`src/rtl/alu_issue_ctrl.sv`:
```
// alu_issue_ctrl: instruction issue controller for an external combinational ALU.
// Accepts one 3-operand instruction at a time (valid/ready), reads its operands
// from an internal 8 x W register file, presents them to the ALU for one full
// cycle, captures the ALU result, writes it back and pulses res_valid.
// Sequence per instruction: IDLE (accept) -> EXEC (ALU settles) -> WB (report).
module alu_issue_ctrl #(
  parameter int W = 32
) (
  input  logic         clk,
  input  logic         rst_n,
  // instruction source
  input  logic         in_valid,
  output logic         in_ready,
  input  logic [2:0]   in_op,
  input  logic [2:0]   in_rd,
  input  logic [2:0]   in_rs,
  input  logic [2:0]   in_rt,
  input  logic [W-1:0] in_imm,
  // ALU side
  output logic [W-1:0] alu_a,
  output logic [W-1:0] alu_b,
  output logic [2:0]   alu_op,
  input  logic [W-1:0] alu_result,
  // result report
  output logic         res_valid,
  output logic [W-1:0] res_data,
  output logic [2:0]   res_rd,
  // register-file debug port
  input  logic [2:0]   dbg_addr,
  output logic [W-1:0] dbg_data
);

  localparam int NREGS = 8;

  // Opcodes that the controller treats specially; 000-101 go straight to the ALU.
  localparam logic [2:0] OP_PASS = 3'b000;
  localparam logic [2:0] OP_LDI  = 3'b110;
  localparam logic [2:0] OP_NOP  = 3'b111;

  typedef enum logic [1:0] {
    IDLE = 2'd0,
    EXEC = 2'd1,
    WB   = 2'd2
  } state_t;

  state_t         state_reg, state_next;

  logic [W-1:0]   alu_a_reg, alu_a_next;
  logic [W-1:0]   alu_b_reg, alu_b_next;
  logic [2:0]     alu_op_reg, alu_op_next;
  logic [2:0]     rd_reg, rd_next;
  logic           nop_reg, nop_next;
  logic [W-1:0]   res_data_reg, res_data_next;
  logic [2:0]     res_rd_reg, res_rd_next;

  // Register file kept in flops: reset must clear every entry in one edge.
  logic [W-1:0]   regfile_reg [NREGS];
  logic           wr_en;
  logic [NREGS-1:0] wr_sel;

  logic [W-1:0]   rs_data;
  logic [W-1:0]   rt_data;

  // Operand reads for the instruction being offered; only used in IDLE.
  assign rs_data = regfile_reg[in_rs];
  assign rt_data = regfile_reg[in_rt];

  // Per-register write strobes decoded from the latched destination.
  generate
    for (genvar gi = 0; gi < NREGS; gi++) begin : g_wr_sel
      assign wr_sel[gi] = wr_en && (rd_reg == 3'(gi));
    end
  endgenerate

  // Next-state and next-datapath logic; everything holds unless a state acts on it.
  always_comb begin
    state_next    = state_reg;
    alu_a_next    = alu_a_reg;
    alu_b_next    = alu_b_reg;
    alu_op_next   = alu_op_reg;
    rd_next       = rd_reg;
    nop_next      = nop_reg;
    res_data_next = res_data_reg;
    res_rd_next   = res_rd_reg;
    wr_en         = 1'b0;

    unique case (state_reg)
      IDLE: begin
        if (in_valid) begin
          state_next = EXEC;
          rd_next    = in_rd;
          nop_next   = (in_op == OP_NOP);
          case (in_op)
            OP_LDI: begin
              // Immediate passes through the ALU via its pass-through op.
              alu_a_next  = in_imm;
              alu_b_next  = '0;
              alu_op_next = OP_PASS;
            end
            OP_NOP: begin
              // ALU returns 0 for this op; the result is reported but never written.
              alu_a_next  = '0;
              alu_b_next  = '0;
              alu_op_next = OP_NOP;
            end
            default: begin
              alu_a_next  = rs_data;
              alu_b_next  = rt_data;
              alu_op_next = in_op;
            end
          endcase
        end
      end

      EXEC: begin
        // ALU inputs have been stable all cycle; capture and write back.
        state_next    = WB;
        res_data_next = alu_result;
        res_rd_next   = rd_reg;
        wr_en         = !nop_reg;
      end

      WB: begin
        state_next = IDLE;
      end

      default: begin
        state_next = IDLE;
      end
    endcase
  end

  // Control state and datapath registers, cleared by the synchronous reset.
  always_ff @(posedge clk) begin
    if (!rst_n) begin
      state_reg    <= IDLE;
      alu_a_reg    <= '0;
      alu_b_reg    <= '0;
      alu_op_reg   <= 3'b000;
      rd_reg       <= 3'd0;
      nop_reg      <= 1'b0;
      res_data_reg <= '0;
      res_rd_reg   <= 3'd0;
    end else begin
      state_reg    <= state_next;
      alu_a_reg    <= alu_a_next;
      alu_b_reg    <= alu_b_next;
      alu_op_reg   <= alu_op_next;
      rd_reg       <= rd_next;
      nop_reg      <= nop_next;
      res_data_reg <= res_data_next;
      res_rd_reg   <= res_rd_next;
    end
  end

  // Register file update: reset clears all entries, so an aborted instruction never lands.
  always_ff @(posedge clk) begin
    if (!rst_n) begin
      for (int i = 0; i < NREGS; i++) begin
        regfile_reg[i] <= '0;
      end
    end else begin
      for (int i = 0; i < NREGS; i++) begin
        if (wr_sel[i]) begin
          regfile_reg[i] <= alu_result;
        end
      end
    end
  end

  assign in_ready  = (state_reg == IDLE);
  assign res_valid = (state_reg == WB);
  assign alu_a     = alu_a_reg;
  assign alu_b     = alu_b_reg;
  assign alu_op    = alu_op_reg;
  assign res_data  = res_data_reg;
  assign res_rd    = res_rd_reg;
  assign dbg_data  = regfile_reg[dbg_addr];

endmodule

```
`config.mk`:
```
export PLATFORM = sky130hd
export DESIGN_NAME = alu_issue_ctrl
export DESIGN_NICKNAME = d
export VERILOG_FILES = /design/src/rtl/alu_issue_ctrl.sv
export SDC_FILE = /design/constraint.sdc
export NUM_CORES = 1
export LEC_CHECK = 0
export CELL_PAD_IN_SITES_DETAIL_PLACEMENT = 1
export CELL_PAD_IN_SITES_GLOBAL_PLACEMENT = 2
export CORE_MARGIN = 2
export CORE_UTILIZATION = 48
export CTS_CLUSTER_DIAMETER = 50
export DETAILED_ROUTE_END_ITERATION = 12
export DONT_BUFFER_PORTS = 1
export GPL_TIMING_DRIVEN = 0
export PLACE_DENSITY = 0.82
export SLEW_MARGIN = 20
export SYNTH_ARGS = -nofsm -noshare
export SYNTH_HDL_FRONTEND = slang
export SYNTH_SLANG_ARGS = --single-unit
```
`constraint.sdc`:
```
create_clock -name clk -period 12.4 [get_ports clk]
set_clock_uncertainty 0.1 [all_clocks]
set_input_delay 1.24 -clock clk [delete_from_list [all_inputs] [get_ports clk]]
set_output_delay 1.24 -clock clk [all_outputs]
set_load 0.01 [all_outputs]
```
Word-level counts from Yosys, hierarchy flattened
Memories as Yosys holds them, arrays and structs flattened.
Cells that the tools add are included.
W data, S select, Z words.
Cells by class
  $add $sub $neg: 0
  $mul: 0
  divide/modulo/power cells: 0
  order comparisons: 0
  equality and inequality tests: 12
  shifts and indexed selects: 0
  muxes and demuxes: 39
  bitwise operators: 8
  reduce and logical (&&, ||, !) cells: 13
Operator list (count)
  $mux W32: 9
  $pmux W32 S2: 1
  $mux W1: 26
  $eq A3 B3 Y1 const B: 6
  $logic_and A1 B1 Y1: 8
  $or A1 B1 Y1: 8
  $eq A3 B2 Y1 const B: 2
  $pmux W3 S2: 1
  $pmux W2 S2: 1
  $eq A3 B1 Y1 const B: 1
  $logic_not A3 Y1: 1
  $eq A2 B1 Y1 const B: 1
  $eq A2 B2 Y1 const B: 1
  $logic_not A2 Y1: 1
  $mux W2: 1
  $ne A2 B2 Y1 const B: 1
  $reduce_and A2 Y1: 1
  $reduce_or A2 Y1: 1
  $logic_not A1 Y1: 1
Storage, ports and cells
  flip-flop bits (word level): 108
  bits in latches: 0
  memory bits (writable): 256
  bits in read-only memories: 0
  input bits: 82
  output and inout port bits: 136
  word-level logic and storage cells: 81
  memories kept: 1
Memory list
  regfile_reg: depth 8, bits a word 32, read ports 3, clocked after memory_dff 0, write ports 8, RTL line 57  | logic [W-1:0] regfile_reg [NREGS];

Logic depth before layout (Yosys ltp)
Gate-level depths: netlist (run 1).
  depth in word-level cells: 7
  mapped depth: 8
  mapped depth without buffers: 4

Least setup slack after synthesis (run 1)
OpenSTA, ideal clock, no wires.
  path type: flip-flop to flip-flop
  start point: register state_reg[1]
  end point: memory regfile_reg[6][0] (enable)
  library setup time: 0.470 ns
  arrival: 3.336 ns
  required time: 11.830 ns
  path slack: 8.494 ns
  stages on the path, launching flop included: 5
  path buffers: 2
  period minus slack after synthesis: 3.906 ns
  cell sequence: dfxtp_1 -> nand2b_1 -> clkbuf_1 -> buf_1 -> o31ai_1
RTL lines
  start: declaration: RTL line 46  | state_t state_reg, state_next;
  start signal: assignment: RTL line 145  | state_reg <= state_next;
  end: declaration: RTL line 57

Worst setup path in the final report (run 1)
  start point: input dbg_addr[1]
  end point: output dbg_data[21]
Between the ends
  word-level cells in the longest chain between the ends: 1
RTL lines
  start: declaration: RTL line 29  | input logic [2:0] dbg_addr,
  $mem_v2 Z8 W32
  end: declaration: RTL line 30  | output logic [W-1:0] dbg_data
Every way passes these cells.

==> qor.csv, run 1 <==
metric,value,unit
status,"finished, final reports clean",
crit_arrival,3.48,ns
final.min_clock_period,4.82,ns
worst_slack,7.58,ns
io_buffers,0,
hold_buffers,0,
path_clk_slew,0.05,ns
largest_reg_flops,256,
rows,71,
mappedNetlistArea,18500,sq um
worst_ep_required_time,11.06,ns
fmax,0.207,GHz
syn_nets,1453,
dr_total_vias,13200,
power_density,153,nW/um^2
ant_nets,0,
synth_edf_count,256,
cts-resized-gates,0,
slew_viol_final,0,
drtIter0Drc,1530,
drive_above_1_share,22.8,%
cts_buffers,46,
synth_ff_type,edfxtp_1,
drc,0,
whs_path_depth,2,
grt_pass1_wl,96300,um
min_to,alu_b[13],
critPathMaxStageDelay,0.85,ns
cts_buffer_depth,3,
r2r_start,state_reg[1],
finalSetupViolations,0,
place_hpwl,46400,um
r2r_end,regfile_reg[0][8],
path_class,in -> out,
dieArea,40000,sq um
synth_top_cell_by_area,edfxtp_1,
yosysWarnings,0,
die_w,200,um
area_growth,13.6,%
wl_per_cell,33.6,um
ir_drop,0.000101,V
crit_top_cell,clkbuf_1,
ctsRootBufferMaster,clkbuf_16,
period_share,38.9,%
grt.overflow.total,0,
grt_antenna_before_repair,3,
clk_latency,0.59,ns
maxCapViolCount,0,
p_leak,7.50,nW
slew-limit-headroom,23.5,%
worst_pin_slew,1.15,ns
async_reset_ff_share,0,%
placed_cell_area,19400,sq um
post_cts_buffers,0,
crit_chain,clkbuf_1 -> clkbuf_1 -> mux4_2 -> mux2_2,
synth_top_area_share,41.6,%
ys_types,33,
worst-path-max-fanout,10,
seq_area_frac_synth,53.4,%
critPathCaptureType,output port,
grt_pass1_vias,13900,
startpoint_type,input port,
fin_nets,1512,
firstDrtPassIters,5,
power,0.00320,W
hold_viol,0,
reg2regPathDepth,7,
rsz0062_at_grt,no,
timing.setup.tns,0,ns
place_ws,7.64,ns
grt_max_degree,33,
cts.sinks,364,
fillCellCount,3716,
core-area,37800,sq um
synth-seq-cells,364,
postSynthAreaPerCell,13.5,sq um
final_core_util,55.6,%
place.gp.congestion,0.872,
critPathSlowestCell,clkbuf_1,
io_pins,218,
postLayoutCellArea,21000,sq um
synth_cells,1371,
h-tree-depth,2,
routed_wl,66500,um
r2r_slack,8.77,ns
initial_utilization,48.9,%
seq_area,9850,sq um
die_height,200,um
worstHoldStart,alu_b[13],
drt-vias-per-instance,6.68,
cts_tree,built,
yosys-top-cells-area,"edfxtp_1 (42%), mux4_2 (20%), dfxtp_1 (12%), nor2_1 (4.0%), mux2i_1 (3.1%)",
multi_input_area,8020,sq um
grt_usage,33.2,%
hold_path.class,reg -> reg,
-- cells in the mapped netlist, types with 2 or more instances --
library cell / instances
a21boi_0: 43
a221o_1: 32
a22o_1: 32
a22oi_1: 26
a32oi_1: 26
and2_1: 2
buf_1: 11
buf_2: 32
buf_4: 3
buf_6: 3
clkbuf_1: 68
dfxtp_1: 108
edfxtp_1: 256
inv_1: 32
mux2_2: 32
mux2i_1: 57
mux4_2: 166
nand2_1: 128
nand2b_1: 29
nand3_1: 6
nand4_1: 3
nor2_1: 199
nor2b_1: 61
o21ai_0: 6
o31ai_1: 2
-- worst max-delay path by stage --
stage | startpoint | end | slack [ns] | depth (start not counted)
floorplan | state_reg[1] | regfile_reg[6][0] | 8.49 | 4
global placement | state_reg[1] | regfile_reg[6][7] | 4.88 | 4
detailed placement | dbg_addr[1] | dbg_data[30] | 7.64 | 4
CTS | dbg_addr[1] | dbg_data[30] | 7.61 | 4
global route | dbg_addr[1] | dbg_data[21] | 7.59 | 4
finish | dbg_addr[1] | dbg_data[21] | 7.58 | 4
-- cell families after synthesis --
| logic type | after synthesis | share of synthesized area [%] |
|---|---|---|
| and+or+nand+nor | 435 | 10.3 |
| DFF | 364 | 53.4 |
| muxes | 255 | 25.3 |
| AOI/OAI and AO/OA | 168 | 7.58 |
| buffers and inverters | 149 | 3.43 |
-- power breakdown --
group          switching, W  leakage, nW  internal [W]
clock network      0.000555        0.775      0.000846
registers         0.0000625         3.51       0.00137
logic              0.000212         3.21      0.000157
total              0.000830         7.50       0.00237
-- final cells by class --
| cell class | instances | area share [%] |
|---|---|---|
| diodes | 3 | 0.0358 |
| flip-flops and latches | 364 | 47.0 |
| plain buffers | 117 | 2.45 |
| clock inverters | 25 | 1.29 |
| inverters | 32 | 0.573 |
| clock buffers | 60 | 6.33 |
| multi-input cells | 858 | 38.3 |
| well taps | 511 | 3.05 |
| repair buffers | 11 | 1.06 |
-- cell usage in the layout (no fill, tap or decap), types with 43 or more instances in the layout --
cell type / instances
clkbuf_16: 50
edfxtp_1: 256
nor2_1: 199
dfxtp_1: 108
mux2i_1: 57
clkbuf_1: 74
nor2b_1: 61
a21boi_0: 43
nand2_1: 122
mux4_2: 166
-- per-layer routing --
metal / track usage, % / vias to the layer above / part of all wire [%]
li1: - / 5363 / -
met1: 43.3 / 6916 / 39
met2: 53.1 / 810 / 47
met3: 9.78 / 139 / 11
met4: 11.9 / 0 / 3.4
met5: 0 / - / 0
-- critical path: cells and delay by family --
family,cells,cell delay (ns)
buffers and inverters,2,1.46
muxes,2,0.77
-- stage by stage --
stage / std cells / hold WS (ns)
after detailed placement: 1893 / 0.408
after floorplan: 1371 / 0.374
final: 1981 / 0.412
after CTS: 1978 / 0.419
after global routing: 1979 / 0.438
after global placement: 1882 / 0.392
Power figures use the tool's default switching activity.
==> inputs of run 2 (changes only) <==
Settings changed: ABC_AREA set to 1, CORE_UTILIZATION 48 to 33, PLACE_DENSITY 0.82 to 0.73.
Clock period 12.4 ns to 4.4 ns, I/O delays scaled along.
==> run 2 against run 1 <==
Synthesized area rose by 11%; utilization fell by 16 points; combinational power rose to 4.2 times the previous value; register-to-register slack got worse by 7.1 ns; critical endpoint is now dbg_data[10].
==> qor.csv, run 2 <==
metric,value,unit
status,"finished, final reports clean",
final.min_clock_period,2.89,ns
grt_usage,32.2,%
postSynthAreaPerCell,7.35,sq um
firstDrtPassIters,5,
synth_cells,2792,
hold_viol,0,
critPathCaptureType,output port,
hold_path.class,in -> reg,
io_buffers,0,
ir_drop,0.000324,V
ctsRootBufferMaster,clkbuf_16,
critPathSlowestCell,clkbuf_1,
worst_ep_required_time,3.86,ns
synth_edf_count,256,
fillCellCount,7507,
syn_nets,2874,
grt_antenna_before_repair,5,
fin_nets,3014,
cts.sinks,364,
area_growth,18.5,%
drt-vias-per-instance,5.60,
core-area,61600,sq um
dr_total_vias,21300,
synth_ff_type,edfxtp_1,
grt.overflow.total,0,
yosys.area_share.simple,29.8,%
drc,0,
power_density,412,nW/um^2
grt_pass1_wl,148000,um
maxCapViolCount,0,
ys_types,24,
worst-path-max-fanout,10,
cts_tree,built,
synth.top_cells.by_count,"nand2_1 (651), nand3_1 (516), inv_1 (333)",
fmax,0.346,GHz
synth_top_area_share,37.5,%
worst_slack,1.51,ns
synth-seq-cells,364,
io_pins,218,
timing.setup.tns,0,ns
drtIter0Drc,2335,
drive_above_1_share,8.76,%
routed_wl,105000,um
place_ws,1.25,ns
place.gp.congestion,0.929,
p_leak,10.6,nW
synth-compound-area-share,11.0,%
slew-limit-headroom,22.2,%
wl_per_cell,27.6,um
die_height,253,um
rows,91,
post_cts_buffers,0,
diodes,0,
worst_pin_slew,1.17,ns
ant_nets,0,
r2r_slack,1.70,ns
initial_utilization,33.3,%
synth_top_cell_by_area,edfxtp_1,
mappedNetlistArea,20500,sq um
die_w,253,um
crit_arrival,2.35,ns
mostFrequentLayoutCells,"nand2_1 (645), nand3_1 (516), inv_1 (333)",
path_class,in -> out,
period_share,65.7,%
path_clk_slew,0.06,ns
grt_pass1_vias,21600,
rsz0062_at_grt,no,
final_common_cell,nand2_1,
critPathMaxStageDelay,0.81,ns
yosys.area_share.adder,0,%
largest_reg_flops,256,
cts_buffer_depth,3,
cts_buffers,57,
synthXorXnorAreaFrac,0,%
dieArea,64200,sq um
grt_max_degree,33,
startpoint_type,input port,
async_reset_ff_share,0,%
slew_viol_final,0,
crit_chain,clkbuf_1 -> buf_1 -> nand3_1 -> o21a_1,
yosysWarnings,0,
synth_top_family_by_area,simple AND/OR/NAND/NOR gates,
yosysMostFrequentCell,nand2_1,
place_hpwl,74100,um
h-tree-depth,2,
muxShareOfSynthArea,0,%
seq_area_frac_synth,48.0,%
yosys-top-cells-area,"edfxtp_1 (37%), nand3_1 (13%), nand2_1 (12%), dfxtp_1 (11%), inv_1 (6.1%)",
finalSetupViolations,0,
clk_latency,0.62,ns
-- run 2: final timing paths --
kind | from | end | depth (start not counted)
worst max-delay path | dbg_addr[2] | dbg_data[10] | 4
worst min-delay path | in_op[1] | alu_b[1] | 3
worst max register to register | state_reg[0] | regfile_reg[5][15] | 6
worst min register to register | alu_b[28] | alu_b[28] | 2
-- run 2: layer usage --
metal / up-vias / track usage (%) / part of all wire (%)
met5: - / 0 / 0.0095
li1: 9419 / - / -
met2: 1068 / 51.8 / 45
met3: 232 / 6.60 / 9.6
met4: 2 / 12.8 / 3.7
met1: 10600 / 42.4 / 41
-- run 2: report_power, final --
group / leakage, nW / internal, W / total (W) / switching [W]
registers: 3.53 / 0.00386 / 0.00400 / 0.000134
logic: 6.20 / 0.000405 / 0.00157 / 0.00116
clock network: 0.898 / 0.00262 / 0.00445 / 0.00183
-- run 2: cell type report --
class / instances / area [sq um] / area share [%]
flip-flops and latches: 364 / 9850 / 40.5
repair buffers: 81 / 846 / 3.48
multi-input cells: 1878 / 8430 / 34.7
inverters: 342 / 1280 / 5.28
clock inverters: 39 / 378 / 1.55
clock buffers: 66 / 1470 / 6.04
plain buffers: 208 / 1020 / 4.19
well taps: 837 / 1050 / 4.31
-- run 2: cells by family after synthesis --
family          Yosys count
buf+inv                 550
flops                   364
compound gates          431
simple gates           1447
-- run 2: critical path: cells and delay by family --
kind | cells | cell delay (ns)
AO/OA/AOI/OAI | 1 | 0.23
buffers and inverters | 2 | 1.40
AND/OR/NAND/NOR | 1 | 0.27
-- run 2: what timing repair did --
item	CTS	global route
gates resized for setup	0	0
hold buffers	73	0
hold endpoints to repair	72	0
-- run 2: stage by stage --
| step | utilization (%) | cells | area (sq um) | hold WS, ns | total power [W] |
|---|---|---|---|---|---|
| 2_1_floorplan | - | 2792 | 20500 | 0.388 | 0.00490 |
| 3_3_place_gp | 35.0 | 3629 | 21600 | 0.404 | 0.00550 |
| 3_5_place_dp | 35.3 | 3637 | 21700 | 0.409 | 0.00555 |
| 4_1_cts | 39.5 | 3815 | 24300 | 0.00712 | 0.0100 |
| 5_1_grt | 39.5 | 3815 | 24300 | 0.0439 | 0.0103 |
| 6_report | 39.5 | 3815 | 24300 | 0.0260 | 0.0100 |
==> inputs of run 3 (changes only) <==
Settings changed: ABC_AREA 1 to 0, CORE_UTILIZATION 33 to 45, PLACE_DENSITY 0.73 to 0.77.
Clock period 4.4 ns to 2.99 ns, I/O delays scaled along.
==> run 3 against run 2 <==
Critical endpoint is now regfile_reg[2][2]; sequential cell count is the same; power grew 34%; non-clock buffer count shrank 92; design area shrank 11%; routed wire length shrank 35%; cell count shrank 46%; first-iteration DRC count shrank 35%; count of clock-buffer cells in the layout shrank 9; combinational power grew 4%.
==> qor.csv, run 3 (synthesis results as in run 1) <==
metric,value,unit
status,"finished, final reports clean",
multi_input_area,8070,sq um
crit_arrival,3.04,ns
drtIter0Drc,1521,
finalSetupViolations,0,
worst-path-max-fanout,21,
drive_above_1_share,22.0,%
h-tree-depth,2,
critPathCaptureType,flip-flop,
cts_tree,built,
timing.setup.tns,0,ns
wl_per_cell,33.0,um
cts_buffer_depth,3,
use_met2,51.0,%
power_density,616,nW/um^2
grt_usage,32.3,%
ant_nets,0,
slew-limit-headroom,20.2,%
grt_max_degree,33,
rsz0062_at_grt,no,
fmax,0.348,GHz
hold_path.class,in -> reg,
io_pins,218,
final_common_cell,edfxtp_1,
place_ws,-0.552,ns
area_growth,17.7,%
die_height,207,um
place_hpwl,46600,um
rows,74,
fin_nets,1582,
use_met3,7.14,%
grt_pass1_wl,97300,um
worstSetupStartpoint,state_reg[1],
final.min_clock_period,2.87,ns
p_leak,7.80,nW
core-area,40600,sq um
path_clk_slew,0.06,ns
ir_drop,0.000426,V
grt.overflow.total,0,
grt_pass1_vias,14200,
period_share,96.0,%
routed_wl,68400,um
path_class,reg -> reg,
initial_utilization,45.4,%
io_buffers,0,
worst_ep_required_time,3.16,ns
clk_latency,0.59,ns
cts.sinks,364,
seq_area,9850,sq um
final_core_util,53.5,%
die_w,207,um
grt-busiest-layer,met2,
use_met1,43.8,%
startpoint_type,flip-flop,
slew_viol_final,0,
cts_buffers,47,
worst_pin_slew,1.20,ns
fillCellCount,3995,
ctsRootBufferMaster,clkbuf_16,
largest_reg_flops,256,
maxCapViolCount,0,
drc,0,
dr_total_vias,13500,
dieArea,42700,sq um
worst_slack,0.119,ns
worstHoldStart,alu_result[15],
firstDrtPassIters,5,
place.gp.congestion,0.843,
mostFrequentLayoutCells,"edfxtp_1 (256), nor2_1 (199), mux4_2 (166)",
drt-vias-per-instance,6.51,
post_cts_buffers,0,
r2r_start,state_reg[1],
grt_antenna_before_repair,4,
hold_viol,0,
## run 3: changes by cell type in the layout (fill, tap and decap cells not counted), moves of 73 or more
cell and change:
nor2_1 -73, a21oi_1 -195, inv_1 -301, nand3_1 -511
mux4_2 +166, buf_2 -89, nand2_1 -523, o21ai_0 -194
## run 3: metal layers
layer | vias up | part of all wire, %
li1 | 5508 | -
met1 | 7036 | 39
met2 | 788 | 47
met3 | 153 | 10
met4 | 4 | 3.5
met5 | - | 0.035
## run 3: worst max-delay path, cell delays in order (launching register included)
cell,delay [ns]
dfxtp_1,0.36
nand2b_1,0.35
nor2_1,0.29
nand3_1,0.41
clkbuf_2,0.44
nand2_4,0.32
buf_12,0.25
## run 3: what timing repair did
action	CTS	global route
hold buffers	70	1
gates resized for setup	7	8
endpoints found under the setup margin	120	107
hold endpoints to repair	137	1
## run 3: area by class of cell
type                       instances  share of cell area [%]
clock inverter                    30                    1.45
multi-input combinational        858                    37.1
buffer                           116                    2.38
inverter                          32                   0.553
tap                              532                    3.06
timing repair buffer              81                    4.26
sequential                       364                    45.3
clock buffer                      57                    5.87
antenna                            1                  0.0115
## run 3: through the flow
step | cell area [sq um] | hold WS (ns) | cells | total power (W)
after CTS | 21700 | 0.000137 | 2070 | 0.0134
after floorplan | 18500 | 0.344 | 1371 | 0.00696
after global routing | 21700 | 0.0202 | 2071 | 0.0137
after detailed placement | 19400 | 0.357 | 1913 | 0.00755
after global placement | 19100 | 0.349 | 1903 | 0.00747
final | 21700 | 0.00677 | 2071 | 0.0134
## run 3: power by group
part           switching [W]  total (W)  internal [W]  leakage (nW)
sequential          0.000257    0.00593       0.00567          3.51
clock                0.00233    0.00582       0.00349         0.757
combinational       0.000919    0.00163      0.000714          3.53
## run 3: final timing paths
kind              cells after the start                 end  slack, ns
setup / recovery                      6   regfile_reg[2][2]       0.12
hold / removal                        2  regfile_reg[7][15]      0.007
setup reg to reg                      6   regfile_reg[2][2]       0.12
hold reg to reg                       2             nop_reg       0.41
